==> src/rtl/sccb_reg_arbiter.sv <==
// sccb_reg_arbiter: round-robin arbiter that shares one SCCB/I2C control
// FSM among NUM_REQ register-access requesters and sequences its
// store/send/recv handshake with a per-wait-state timeout.
//
// Ports:
//   sys_clk, sys_rst_n        clock, asynchronous active-low reset
//   req_i/we_i/addr_i/wdata_i per-requester request bundle (8-bit packed)
//   grant_o/done_o/err_o      per-requester owner, success, failure pulse
//   rdata_o                   read byte, valid with the done pulse
//   busy_o, err_sticky_o, timeout_o   status
//   fsm_store_o/send_o/recv_o, fsm_data_o   engine strobes and byte
//   fsm_rdy_i, fsm_err_i, fsm_rd_data_i     engine responses
//
// Optional feature: define SCCB_ARB_READ_EN to compile in the read path
// (RECV, WAIT_R, rdata capture). Without it reads fail immediately.
module sccb_reg_arbiter #(
    parameter int          NUM_REQ        = 2,
    parameter logic [23:0] TIMEOUT_CYCLES = 24'd2_000_000
) (
    input  logic                 sys_clk,
    input  logic                 sys_rst_n,
    input  logic [NUM_REQ-1:0]   req_i,
    input  logic [NUM_REQ-1:0]   we_i,
    input  logic [8*NUM_REQ-1:0] addr_i,
    input  logic [8*NUM_REQ-1:0] wdata_i,
    output logic [NUM_REQ-1:0]   grant_o,
    output logic [NUM_REQ-1:0]   done_o,
    output logic [NUM_REQ-1:0]   err_o,
    output logic [7:0]           rdata_o,
    output logic                 busy_o,
    output logic                 err_sticky_o,
    output logic                 timeout_o,
    output logic                 fsm_store_o,
    output logic                 fsm_send_o,
    output logic                 fsm_recv_o,
    output logic [7:0]           fsm_data_o,
    input  logic                 fsm_rdy_i,
    input  logic                 fsm_err_i,
    input  logic [7:0]           fsm_rd_data_i
);

    localparam int IW = (NUM_REQ > 1) ? $clog2(NUM_REQ) : 1;

    typedef enum logic [3:0] {
        IDLE, ST_ADDR, ST_VAL, ST_END, KICK,
        KICK_CLR, WAIT_W, RECV, WAIT_R, RESP
    } state_t;

    state_t               state_q, state_d;
    logic [NUM_REQ-1:0]   grant_q, grant_d;
    logic [IW-1:0]        owner_q, owner_d;
    logic [IW-1:0]        ptr_q, ptr_d;
    logic                 we_q, we_d;
    logic [7:0]           addr_q, addr_d;
    logic [7:0]           wdata_q, wdata_d;
    logic                 fail_q, fail_d;
    logic [23:0]          cnt_q, cnt_d;
    logic                 err_sticky_q, err_sticky_d;
    logic                 timeout_q, timeout_d;
    logic [7:0]           rdata_q, rdata_d;

    logic                 pick_vld;
    logic [IW-1:0]        pick_idx;
    logic [IW:0]          arb_sum;
    logic [7:0]           pick_addr;
    logic [7:0]           pick_wdata;
    logic                 pick_we;
    logic [NUM_REQ-1:0]   pick_oh;
    logic                 tmo_hit;
    logic                 fail_eng;
    logic                 fail_tmo;
    logic [23:0]          cnt_inc;

    // Wrap-around search starting just after the last-served index.
    always_comb begin
        pick_vld = 1'b0;
        pick_idx = '0;
        arb_sum  = '0;
        for (int i = 1; i <= NUM_REQ; i++) begin
            arb_sum = {1'b0, ptr_q} + (IW+1)'(i);
            if (arb_sum >= (IW+1)'(NUM_REQ)) begin
                arb_sum = arb_sum - (IW+1)'(NUM_REQ);
            end
            if (!pick_vld && req_i[arb_sum[IW-1:0]]) begin
                pick_vld = 1'b1;
                pick_idx = arb_sum[IW-1:0];
            end
        end
    end

    always_comb begin
        pick_addr  = '0;
        pick_wdata = '0;
        pick_we    = 1'b0;
        pick_oh    = '0;
        for (int k = 0; k < NUM_REQ; k++) begin
            if (pick_idx == IW'(k)) begin
                pick_addr  = addr_i[8*k +: 8];
                pick_wdata = wdata_i[8*k +: 8];
                pick_we    = we_i[k];
                pick_oh[k] = 1'b1;
            end
        end
    end

    assign tmo_hit = (TIMEOUT_CYCLES != 24'd0) &&
                     (cnt_q == TIMEOUT_CYCLES - 24'd1);
    assign cnt_inc = (cnt_q == 24'hFF_FFFF) ? cnt_q : cnt_q + 24'd1;

    always_comb begin
        state_d      = state_q;
        grant_d      = grant_q;
        owner_d      = owner_q;
        ptr_d        = ptr_q;
        we_d         = we_q;
        addr_d       = addr_q;
        wdata_d      = wdata_q;
        fail_d       = fail_q;
        cnt_d        = cnt_q;
        err_sticky_d = err_sticky_q;
        timeout_d    = timeout_q;
        rdata_d      = rdata_q;
        fail_eng     = 1'b0;
        fail_tmo     = 1'b0;
        fsm_store_o  = 1'b0;
        fsm_send_o   = 1'b0;
        fsm_recv_o   = 1'b0;
        fsm_data_o   = '0;

        case (state_q)
            IDLE: begin
                if (pick_vld) begin
                    state_d = ST_ADDR;
                    grant_d = pick_oh;
                    owner_d = pick_idx;
                    we_d    = pick_we;
                    addr_d  = pick_addr;
                    wdata_d = pick_wdata;
                    fail_d  = 1'b0;
                end
            end
            ST_ADDR: begin
`ifdef SCCB_ARB_READ_EN
                fsm_store_o = 1'b1;
                fsm_data_o  = addr_q;
                state_d     = we_q ? ST_VAL : ST_END;
`else
                // Reads are not supported: fail without touching the engine.
                if (we_q) begin
                    fsm_store_o = 1'b1;
                    fsm_data_o  = addr_q;
                    state_d     = ST_VAL;
                end else begin
                    fail_d  = 1'b1;
                    state_d = RESP;
                end
`endif
            end
            ST_VAL: begin
                fsm_store_o = 1'b1;
                fsm_data_o  = wdata_q;
                state_d     = ST_END;
            end
            ST_END: begin
                state_d = KICK;
            end
            KICK: begin
                fsm_send_o = 1'b1;
                cnt_d      = '0;
                state_d    = KICK_CLR;
            end
            // KICK_CLR is also the guard cycle of the write wait:
            // rdy is ignored, errors and timeout still count.
            KICK_CLR: begin
                if (fsm_err_i) begin
                    fail_eng = 1'b1;
                end else if (tmo_hit) begin
                    fail_tmo = 1'b1;
                end else begin
                    cnt_d   = cnt_inc;
                    state_d = WAIT_W;
                end
            end
            WAIT_W: begin
                if (fsm_err_i) begin
                    fail_eng = 1'b1;
                end else if (fsm_rdy_i) begin
`ifdef SCCB_ARB_READ_EN
                    state_d = we_q ? RESP : RECV;
`else
                    state_d = RESP;
`endif
                end else if (tmo_hit) begin
                    fail_tmo = 1'b1;
                end else begin
                    cnt_d = cnt_inc;
                end
            end
`ifdef SCCB_ARB_READ_EN
            RECV: begin
                fsm_recv_o = 1'b1;
                cnt_d      = '0;
                state_d    = WAIT_R;
            end
            // cnt_q == 0 marks the guard cycle (counter saturates).
            WAIT_R: begin
                if (fsm_err_i) begin
                    fail_eng = 1'b1;
                end else if ((cnt_q != 24'd0) && fsm_rdy_i) begin
                    rdata_d = fsm_rd_data_i;
                    state_d = RESP;
                end else if (tmo_hit) begin
                    fail_tmo = 1'b1;
                end else begin
                    cnt_d = cnt_inc;
                end
            end
`endif
            RESP: begin
                grant_d = '0;
                ptr_d   = owner_q;
                state_d = IDLE;
            end
            default: begin
                state_d = IDLE;
                grant_d = '0;
            end
        endcase

        if (fail_eng || fail_tmo) begin
            state_d      = RESP;
            fail_d       = 1'b1;
            err_sticky_d = 1'b1;
            if (fail_tmo) begin
                timeout_d = 1'b1;
            end
        end
    end

    always_ff @(posedge sys_clk or negedge sys_rst_n) begin
        if (!sys_rst_n) begin
            state_q      <= IDLE;
            grant_q      <= '0;
            owner_q      <= '0;
            ptr_q        <= IW'(NUM_REQ - 1);
            we_q         <= 1'b0;
            addr_q       <= '0;
            wdata_q      <= '0;
            fail_q       <= 1'b0;
            cnt_q        <= '0;
            err_sticky_q <= 1'b0;
            timeout_q    <= 1'b0;
        end else begin
            state_q      <= state_d;
            grant_q      <= grant_d;
            owner_q      <= owner_d;
            ptr_q        <= ptr_d;
            we_q         <= we_d;
            addr_q       <= addr_d;
            wdata_q      <= wdata_d;
            fail_q       <= fail_d;
            cnt_q        <= cnt_d;
            err_sticky_q <= err_sticky_d;
            timeout_q    <= timeout_d;
        end
    end

`ifdef SCCB_ARB_READ_EN
    always_ff @(posedge sys_clk or negedge sys_rst_n) begin
        if (!sys_rst_n) begin
            rdata_q <= '0;
        end else begin
            rdata_q <= rdata_d;
        end
    end
    assign rdata_o = rdata_q;
`else
    logic unused_rd;
    assign rdata_q   = '0;
    assign rdata_o   = '0;
    assign unused_rd = ^{fsm_rd_data_i, rdata_d};
`endif

    always_comb begin
        done_o = '0;
        err_o  = '0;
        for (int k = 0; k < NUM_REQ; k++) begin
            if ((state_q == RESP) && (owner_q == IW'(k))) begin
                done_o[k] = !fail_q;
                err_o[k]  = fail_q;
            end
        end
    end

    assign grant_o      = grant_q;
    assign busy_o       = (state_q != IDLE);
    assign err_sticky_o = err_sticky_q;
    assign timeout_o    = timeout_q;

endmodule

==> config.mk <==
export PLATFORM = sky130hd
export DESIGN_NAME = sccb_reg_arbiter
export DESIGN_NICKNAME = d
export VERILOG_FILES = /design/src/rtl/sccb_reg_arbiter.sv
export SDC_FILE = /design/constraint.sdc
export NUM_CORES = 1
export LEC_CHECK = 0
export CAP_MARGIN = 10
export CORE_UTILIZATION = 45
export DETAILED_ROUTE_END_ITERATION = 8
export HOLD_SLACK_MARGIN = 0.06
export PLACE_DENSITY = 0.79
export SLEW_MARGIN = 25
export SYNTH_ARGS = -nofsm -noshare
export SYNTH_HDL_FRONTEND = slang
export SYNTH_SLANG_ARGS = --single-unit
==> constraint.sdc <==
create_clock -name sys_clk -period 2.1 [get_ports sys_clk]
set_clock_uncertainty 0.05 [all_clocks]
set_input_delay 0.42 -clock sys_clk [delete_from_list [all_inputs] [get_ports sys_clk]]
set_output_delay 0.42 -clock sys_clk [all_outputs]
set_load 0.005 [all_outputs]
* Word level (Yosys, flattened, before mapping)
Cells that the tools add are included.
** Cells by class
- Add/subtract/negate cells :: 5
- Equality and inequality tests :: 19
- Mux-type cells :: 51
- Bitwise operators :: 2
- Shift operators :: 0
- Multipliers :: 0
- $lt $le $gt $ge :: 4
- Div/mod/pow operators :: 0
- Reduce and logical (&&, ||, !) cells :: 18
** Operators with widths (count)
- 24-bit 2-to-1 mux :: 5
- 24-bit one-hot mux with 3 select lines :: 1
- 1-bit 2-to-1 mux :: 28
- 4-bit 2-to-1 mux :: 7
- 4-bit one-hot mux with 7 select lines :: 1
- 24-bit by 1-bit adder with 24-bit output (second input constant) :: 1
- 24-bit by 21-bit == test with 1-bit output (second input constant) :: 1
- 24-bit == test (second input constant) :: 1
- 8-bit 2-to-1 mux :: 3
- 3-bit inequality test (second input constant) :: 6
- 8-bit one-hot mux with 2 select lines :: 1
- 4-bit by 3-bit == test with 1-bit output (second input constant) :: 3
- 4-bit by 2-bit == test with 1-bit output (second input constant) :: 2
- 2-bit inequality test (second input constant) :: 4
- 1-bit one-hot mux with 2 select lines :: 3
- 2-bit AND reduction :: 3
- 3-bit nonzero test :: 2
- 6-bit OR reduction :: 1
- 5-bit AND reduction :: 1
- 4-bit by 1-bit == test with 1-bit output (second input constant) :: 1
- 4-bit == test (second input constant) :: 1
- 2-bit >= comparator (second input constant) :: 2
- 4-bit zero test :: 1
- 1-bit by 2-bit < comparator with 1-bit output (second input constant) :: 2
- 13 further kinds :: 18
** Word-level totals
- RAM bits :: 0
- Bits in latches :: 0
- Memories :: 0
- Output and inout port bits :: 28
- Flip-flop bits (word level) :: 52
- Bits of input ports :: 48
- Memory bits (read-only) :: 0
- Word-level logic and storage cells :: 110

* Logic depth before layout (Yosys ltp)
Gate-level depths: netlist (run 1).
- Depth in word-level cells :: 12
- Depth in mapped cells :: 9
- Depth with buffers taken out :: 6

* Least setup slack after synthesis (run 1)
No wires, ideal clock.
- Path type :: reg2reg
- Start point :: register cnt_q[0]
- End point :: register cnt_q[5]
- Arrival :: 1831 ps
- Data required time :: 1971 ps
- Clock period less this slack :: 1959 ps
- Stages on the path, launching flop included :: 9
- Path buffers :: 2
- Slack :: 141 ps
- Library setup time :: 79 ps
- Cell sequence :: dfrtp_1 > ha_1 > and3_1 > buf_6 > nand3_2 > nor3_4 > buf_6 > or4_1 > a21oi_1
** On the way
- Longest elaborated chain between the ends :: 6
- Elaborated cells between the ends (all ways) :: 9
- Those cells by class :: add/sub (1); eq/ne (2); mux (6)
** Ends and longest elaborated chain
- from (decl) :: RTL line 57 : logic [23:0] cnt_q, cnt_d;
- from (signal assigned) :: RTL line 262 : cnt_q <= cnt_d;
- 24-bit by 1-bit adder with 24-bit output / 24-bit == test (equally long branches) :: RTL line 108 : assign cnt_inc = (cnt_q == 24'hFF_FFFF) ? cnt_q : cnt_q + 24'd1;
- 24-bit 2-to-1 mux :: RTL line 108
- 24-bit 2-to-1 mux * :: RTL line 177, 193
- 24-bit 2-to-1 mux :: RTL line 187 : end else if (fsm_rdy_i) begin
- 24-bit 2-to-1 mux :: RTL line 185 : if (fsm_err_i) begin
- 24-bit one-hot mux with 3 select lines * :: RTL line 130 : case (state_q)
Mark *: on every way between the ends. The rest lies on a longest branch, timed or not. The select of a mux whose other input is x is not followed.
A chain may end at the register's enable or synchronous reset.

* Final worst setup path (run 1)
- Start point :: register state_q[1]
- End point :: output fsm_data_o[1]
** On the way
- Longest elaborated chain between the ends :: 2
- Elaborated cells between the ends (all ways) :: 3
- Those cells by class :: eq/ne (2); mux (1)
** Ends and longest elaborated chain
- from (decl) :: RTL line 49 : state_t state_q, state_d;
- from (signal assigned) :: RTL line 254 : state_q <= state_d;
- 4-bit by 2-bit == test with 1-bit output / 4-bit by 1-bit == test with 1-bit output (equally long branches) :: RTL line 130
- 8-bit one-hot mux with 2 select lines * :: RTL line 130
- to (decl) :: RTL line 36 : output logic [7:0] fsm_data_o,
Mark *: on every way between the ends. The rest lies on a longest branch, timed or not.

==> results_dict.tcl, run 1 <==
set metrics [dict create \
    synth_seq_cells 52 \
    synth_ff_type "dfrtp_1" \
    synth-edff-count 0 \
    design.final.nets 515 \
    placed_cell_area_um2 4100 \
    fin_area_um2 4550 \
    cts_tree "yes" \
    yosysUniqueCellTypes 56 \
    hold_violations 0 \
    grt_start_max_net_pins 53 \
    path_cells "buf_6 > nand2b_4 > nor3_4 > buf_6 > buf_6 > buf_6 > a22o_1 > buf_2" \
    die-area_um2 7270 \
    grt_pass1_wl_um 13400 \
    crit_family "buffers and inverters" \
    yosys_warnings 0 \
    avgSynthCellArea_um2 9.20 \
    viasPerCell 6.04 \
    clock.fmax_ghz 0.445 \
    grt_pass1_vias 2806 \
    routedWlPerCell_um 17.1 \
    vdd_drop_max_mv 0.967 \
    start_kind "register" \
    yosys.cell_count.top_type "dfrtp_1" \
    critPathKind "reg -> out" \
    grt_util_all_layers 0.230 \
    pin_count 76 \
    start_util 0.478 \
    area_growth_pct 46.0 \
    hold_start "err_sticky_o$_DFFE_PN0P_" \
    antenna_found_initial 0 \
    h-tree-depth 2 \
    wl_um 9290 \
    cts.sinks 52 \
    grt.overflow.total 0 \
    dp_cells 509 \
    min_path_type "reg -> reg" \
    netlist_instances 339 \
    synthArstFlopShare 1.00 \
    required_ns 1.63 \
    synth_seq_area_share 0.418 \
    cp.arrival_ns 1.78 \
    clk_pin_slew_ns 0.09 \
    rsz0062_at_grt "yes" \
    syn_area_um2 3120 \
    clockBufferDepth 2 \
    holdWs_ns 0.433 \
    numCtsBuffers 5 \
    r2r_start "cnt_q[21]$_DFFE_PN0P_" \
    critPathSlowestCell "dfrtp_1" \
    synth_mux_area_frac 0.0838 \
    cts_root_buf "clkbuf_8" \
    layout_min_cycle_time_ns 2.25 \
    dr.pass1.iters 4 \
    drtIter0Drc 257 \
    violations "setup timing" \
    numPortBuffers 58 \
    setup_viol_count_final 9 \
    num_rows 29 \
    cp-end-kind "primary output" \
    synthAdderAreaFrac 0.00401 \
    route.antenna.remaining_nets 0 \
    synth_compound_area_frac 0.172 \
    slowest_delay_ns 0.44 \
    cp_max_fo 10 \
    drv_slew 0 \
    synth-simple-area-share 0.259 \
    clock_latency_ns 0.31 \
    place.gp.congestion 0.825 \
    fin_ws_ns -0.149 \
    synth_top_family_by_area "simple AND/OR/NAND/NOR gates" \
    dieHeight_um 85.3 \
    yosys.area_share.xor_xnor 0 \
    final_cells 543 \
    synth_top_area_frac 0.409 \
    fin_crit_sh 1.07 \
    crit_start "state_q[1]$_DFFE_PN0P_" \
    core_region_area_um2 6530 \
    leakagePower_nw 2.05 \
    critPathBufInv 5 \
    drc 0 \
    ys_top_cells_by_count "51 x dfrtp_1, 37 x a21oi_1, 32 x nand2_1" \
    diodes 0 \
    hpwl_um 5540 \
    setup-tns-final_ns -0.741 \
    cap_violations 0 \
    path_common_cell "buf_6" \
    die_w_um 85.3 \
    outcome "finished with violations" \
    synth_area_leader_cell "dfrtp_1" \
    vias 3280 \
    drive_gt1_frac 0.311 \
    pwr_density_cell_nw_per_um2 1060 \
    synth.area.top_cells "dfrtp_1 41%, mux2i_1 8.0%, a21oi_1 5.9%, nand2_1 3.9%, nor2_1 3.5%" \
]
## sequential cells by signal (all words and copies together), names as in the netlist
name / flops
fail_q: 1
err_sticky_o: 1
addr_q: 8
we_q: 1
grant_o: 2
state_q: 4
wdata_q: 8
timeout_o: 1
owner_q: 1
ptr_q: 1
cnt_q: 24
## per-layer routing
| metal | part of all wire | vias to the layer above | track usage |
|---|---|---|---|
| met5 | 0 | - | 0 |
| met4 | 0.024 | 0 | 0.0348 |
| met3 | 0.071 | 26 | 0.0486 |
| met2 | 0.49 | 168 | 0.391 |
| met1 | 0.41 | 1592 | 0.311 |
| li1 | - | 1494 | - |
## power breakdown
part	leakage, nW	total, mW	switching, mW	internal [mW]
sequential	0.646	1.59	0.251	1.34
clock	0.0410	0.563	0.335	0.228
combinational	1.36	2.68	1.34	1.34
total	2.05	4.83	1.92	2.91
## cells by family (layout without fill, tap and decap cells)
group | count (synthesis) | in the layout
adder cells (fa/ha/maj) | 1 | 1
other | 1 | 9
AND/OR/NAND/NOR | 145 | 146
flip-flops | 52 | 52
AO/OA/AOI/OAI | 83 | 86
buffers and inverters | 31 | 146
multiplexers | 26 | 26
## what timing repair did
action                                  4_1_cts  5_1_grt
resized for setup                            78       31
hold endpoints to repair                      0        1
endpoints found under the setup margin       31       37
hold buffers                                  0        1
pin swaps                                    12       12
buffers inserted                             12       11
gates cloned                                  2        3
## layout make-up
type / count / area, um^2
Clock buffer: 6 / 72.6
Clock inverter: 1 / 5.00
Fill cell: 439 / 1980
Inverter: 2 / 7.51
Multi-Input combinational cell: 268 / 1880
Sequential cell: 52 / 1310
Tap cell: 77 / 96.3
Timing Repair Buffer: 137 / 1190
## final timing paths
| path | end | slack (ns) | cells past startpoint |
|---|---|---|---|
| worst max-delay path | fsm_data_o[1] | -0.15 | 8 |
| max in group asynchronous | ptr_q$_DFFE_PN1N_ | 1.12 | 3 |
| worst min-delay path | err_sticky_o$_DFFE_PN0P_ | 0.43 | 1 |
| worst max register to register | state_q[0]$_DFFE_PN0P_ | 0.01 | 7 |
| worst min register to register | err_sticky_o$_DFFE_PN0P_ | 0.43 | 1 |
| min in group asynchronous | cnt_q[3]$_DFFE_PN0P_ | 0.56 | 3 |
## placed cells by master, fill, tap and decap left out, types with 9 or more instances in the layout
master           instances
a22o_1                   9
buf_6                   13
a21oi_1                 33
nand4_1                 10
or4_1                    9
dfrtp_1                 49
conb_1                   9
buf_2                   13
o31ai_1                 11
mux2i_1                 25
buf_4                   61
nand2b_1                11
nor2_1                  27
nand2_1                 29
clkdlybuf4s50_1         42
## metrics by stage
stage / setup slack (ns) / utilization / total power [mW]
2_1_floorplan: 0.141 / - / 2.72
3_3_place_gp: -0.188 / 0.627 / 3.60
3_5_place_dp: -0.235 / 0.627 / 3.69
4_1_cts: -0.146 / 0.664 / 4.43
5_1_grt: -0.214 / 0.697 / 5.12
6_report: -0.149 / 0.697 / 4.83
(Power assumes the default switching activity.)
==> inputs of run 2 (changes only) <==
--- a/config.mk
+++ b/config.mk
@@ -8,7 +8,8 @@
 export CAP_MARGIN = 10
 export CORE_UTILIZATION = 45
 export DETAILED_ROUTE_END_ITERATION = 8
-export HOLD_SLACK_MARGIN = 0.06
+export GPL_ROUTABILITY_DRIVEN = 0
+export HOLD_SLACK_MARGIN = 0.1
 export PLACE_DENSITY = 0.79
 export SLEW_MARGIN = 25
 export SYNTH_ARGS = -nofsm -noshare
==> run 2 against run 1 <==
  * The run still ends with setup timing left
  * Clock power shrank 1%
  * Flip-flop and latch count is the same
  * Non-clock buffer count is the same
  * Combinational power is essentially flat
  * Final cell count is the same
  * Fmax is essentially flat
  * Routed wire length grew 0.20%
  * Register-to-register slack is essentially flat
  * Critical path depth is the same
==> results_dict.tcl, run 2 (synthesis gave the netlist of run 1 again) <==
set metrics [dict create \
    post-route-util 0.697 \
    final_cell_mix "61 x buf_4, 49 x dfrtp_1, 42 x clkdlybuf4s50_1" \
    grt_start_max_net_pins 53 \
    viasPerCell 6.01 \
    crit_family "buffers and inverters" \
    area_growth_pct 46.0 \
    min_path_type "reg -> reg" \
    r2r_start "state_q[0]$_DFFE_PN0P_" \
    clock_latency_ns 0.31 \
    wl_um 9310 \
    largest_reg_flops 24 \
    core_region_area_um2 6530 \
    cp_max_fo 10 \
    crit_start "state_q[1]$_DFFE_PN0P_" \
    antenna_found_initial 0 \
    cp-end-kind "primary output" \
    setup_viol_count_final 10 \
    clock.fmax_ghz 0.445 \
    grt.overflow.total 0 \
    post-place-ws_ns -0.235 \
    critPathKind "reg -> out" \
    violations "setup timing" \
    cp.arrival_ns 1.78 \
    top_regs "cnt_q: 24 flops, addr_q: 8 flops, wdata_q: 8 flops" \
    path_cells "buf_6 > nand2b_4 > nor3_4 > buf_6 > buf_6 > buf_6 > a22o_1 > buf_2" \
    fin_ws_ns -0.149 \
    die_w_um 85.3 \
    die-area_um2 7270 \
    cts_root_buf "clkbuf_8" \
    layout_min_cycle_time_ns 2.25 \
    design.final.nets 515 \
    grt_pass1_vias 2806 \
    dr.pass1.iters 4 \
    dp_cells 509 \
    drive_gt1_frac 0.311 \
    vias 3265 \
    nFillCells 439 \
    pwr_density_cell_nw_per_um2 1060 \
    route.antenna.remaining_nets 0 \
    critPathBufInv 5 \
    routedWlPerCell_um 17.1 \
    hold_start "err_sticky_o$_DFFE_PN0P_" \
    fin_crit_sh 1.07 \
    grt_util_all_layers 0.230 \
    numCtsBuffers 5 \
    num_rows 29 \
    clockBufferDepth 2 \
    grt_pass1_wl_um 13400 \
    fin_area_um2 4550 \
    h-tree-depth 2 \
    pin_count 76 \
    cts_tree "yes" \
    leakagePower_nw 2.05 \
    drv_slew 0 \
    hold_violations 0 \
    setup-tns-final_ns -0.756 \
    vdd_drop_max_mv 0.971 \
    required_ns 1.63 \
    outcome "finished with violations" \
    final_cells 543 \
    cts.sinks 52 \
    drtIter0Drc 272 \
    critPathSlowestCell "dfrtp_1" \
    placed_cell_area_um2 4100 \
    slowest_delay_ns 0.44 \
    largest-register "cnt_q" \
    cap_violations 0 \
    dieHeight_um 85.3 \
    hpwl_um 5540 \
    start_util 0.478 \
    numPortBuffers 58 \
    start_kind "register" \
    final_common_cell "buf_4" \
    clk_pin_slew_ns 0.09 \
    drc 0 \
    path_common_cell "buf_6" \
    rsz0062_at_grt "yes" \
    diodes 0 \
]
run 2: cell counts in the layout (fill, tap and decap cells not counted):
Identical to the previous run, type by type.
run 2: cell type report:
type	instances	area (um^2)	area share
clock inverter	1	5.00	0.00110
timing repair buffer	137	1190	0.262
tap	77	96.3	0.0212
multi-input combinational	268	1880	0.412
clock buffer	6	72.6	0.0159
inverter	2	7.51	0.00165
sequential	52	1310	0.287
run 2: worst paths after layout:
check	endpoint	slack (ns)	depth (start not counted)
worst min register to register	err_sticky_o$_DFFE_PN0P_	0.43	1
worst max-delay path	fsm_data_o[1]	-0.15	8
min in group asynchronous	cnt_q[3]$_DFFE_PN0P_	0.56	3
worst max register to register	cnt_q[6]$_DFFE_PN0P_	0.01	8
max in group asynchronous	ptr_q$_DFFE_PN1N_	1.12	3
worst min-delay path	err_sticky_o$_DFFE_PN0P_	0.43	1
run 2: timing repair:
action                     4_1_cts  5_1_grt
gates resized for setup         78       31
buffers inserted                12       11
setup endpoints to repair       31       37
gates cloned                     2        3
hold buffers                     1        0
hold endpoints to repair        51        0
pin swaps                       12       12
run 2: power breakdown:
part | switching, mW | total (mW) | internal (mW)
Sequential | 0.252 | 1.59 | 1.34
Combinational | 1.34 | 2.68 | 1.34
Clock | 0.329 | 0.557 | 0.228
run 2: routing by layer:
layer,GRT usage,wire length (um),part of all wire
met5,0,0,0
met4,0.0348,206,0.022
met3,0.0486,645,0.069
met2,0.391,4610,0.50
met1,0.311,3850,0.41
run 2: through the flow:
step | power, mW | hold slack (ns)
4_1_cts | 4.43 | 0.435
6_report | 4.83 | 0.433
3_3_place_gp | 3.60 | 0.384
2_1_floorplan | 2.72 | 0.0744
5_1_grt | 5.12 | 0.448
3_5_place_dp | 3.69 | 0.386
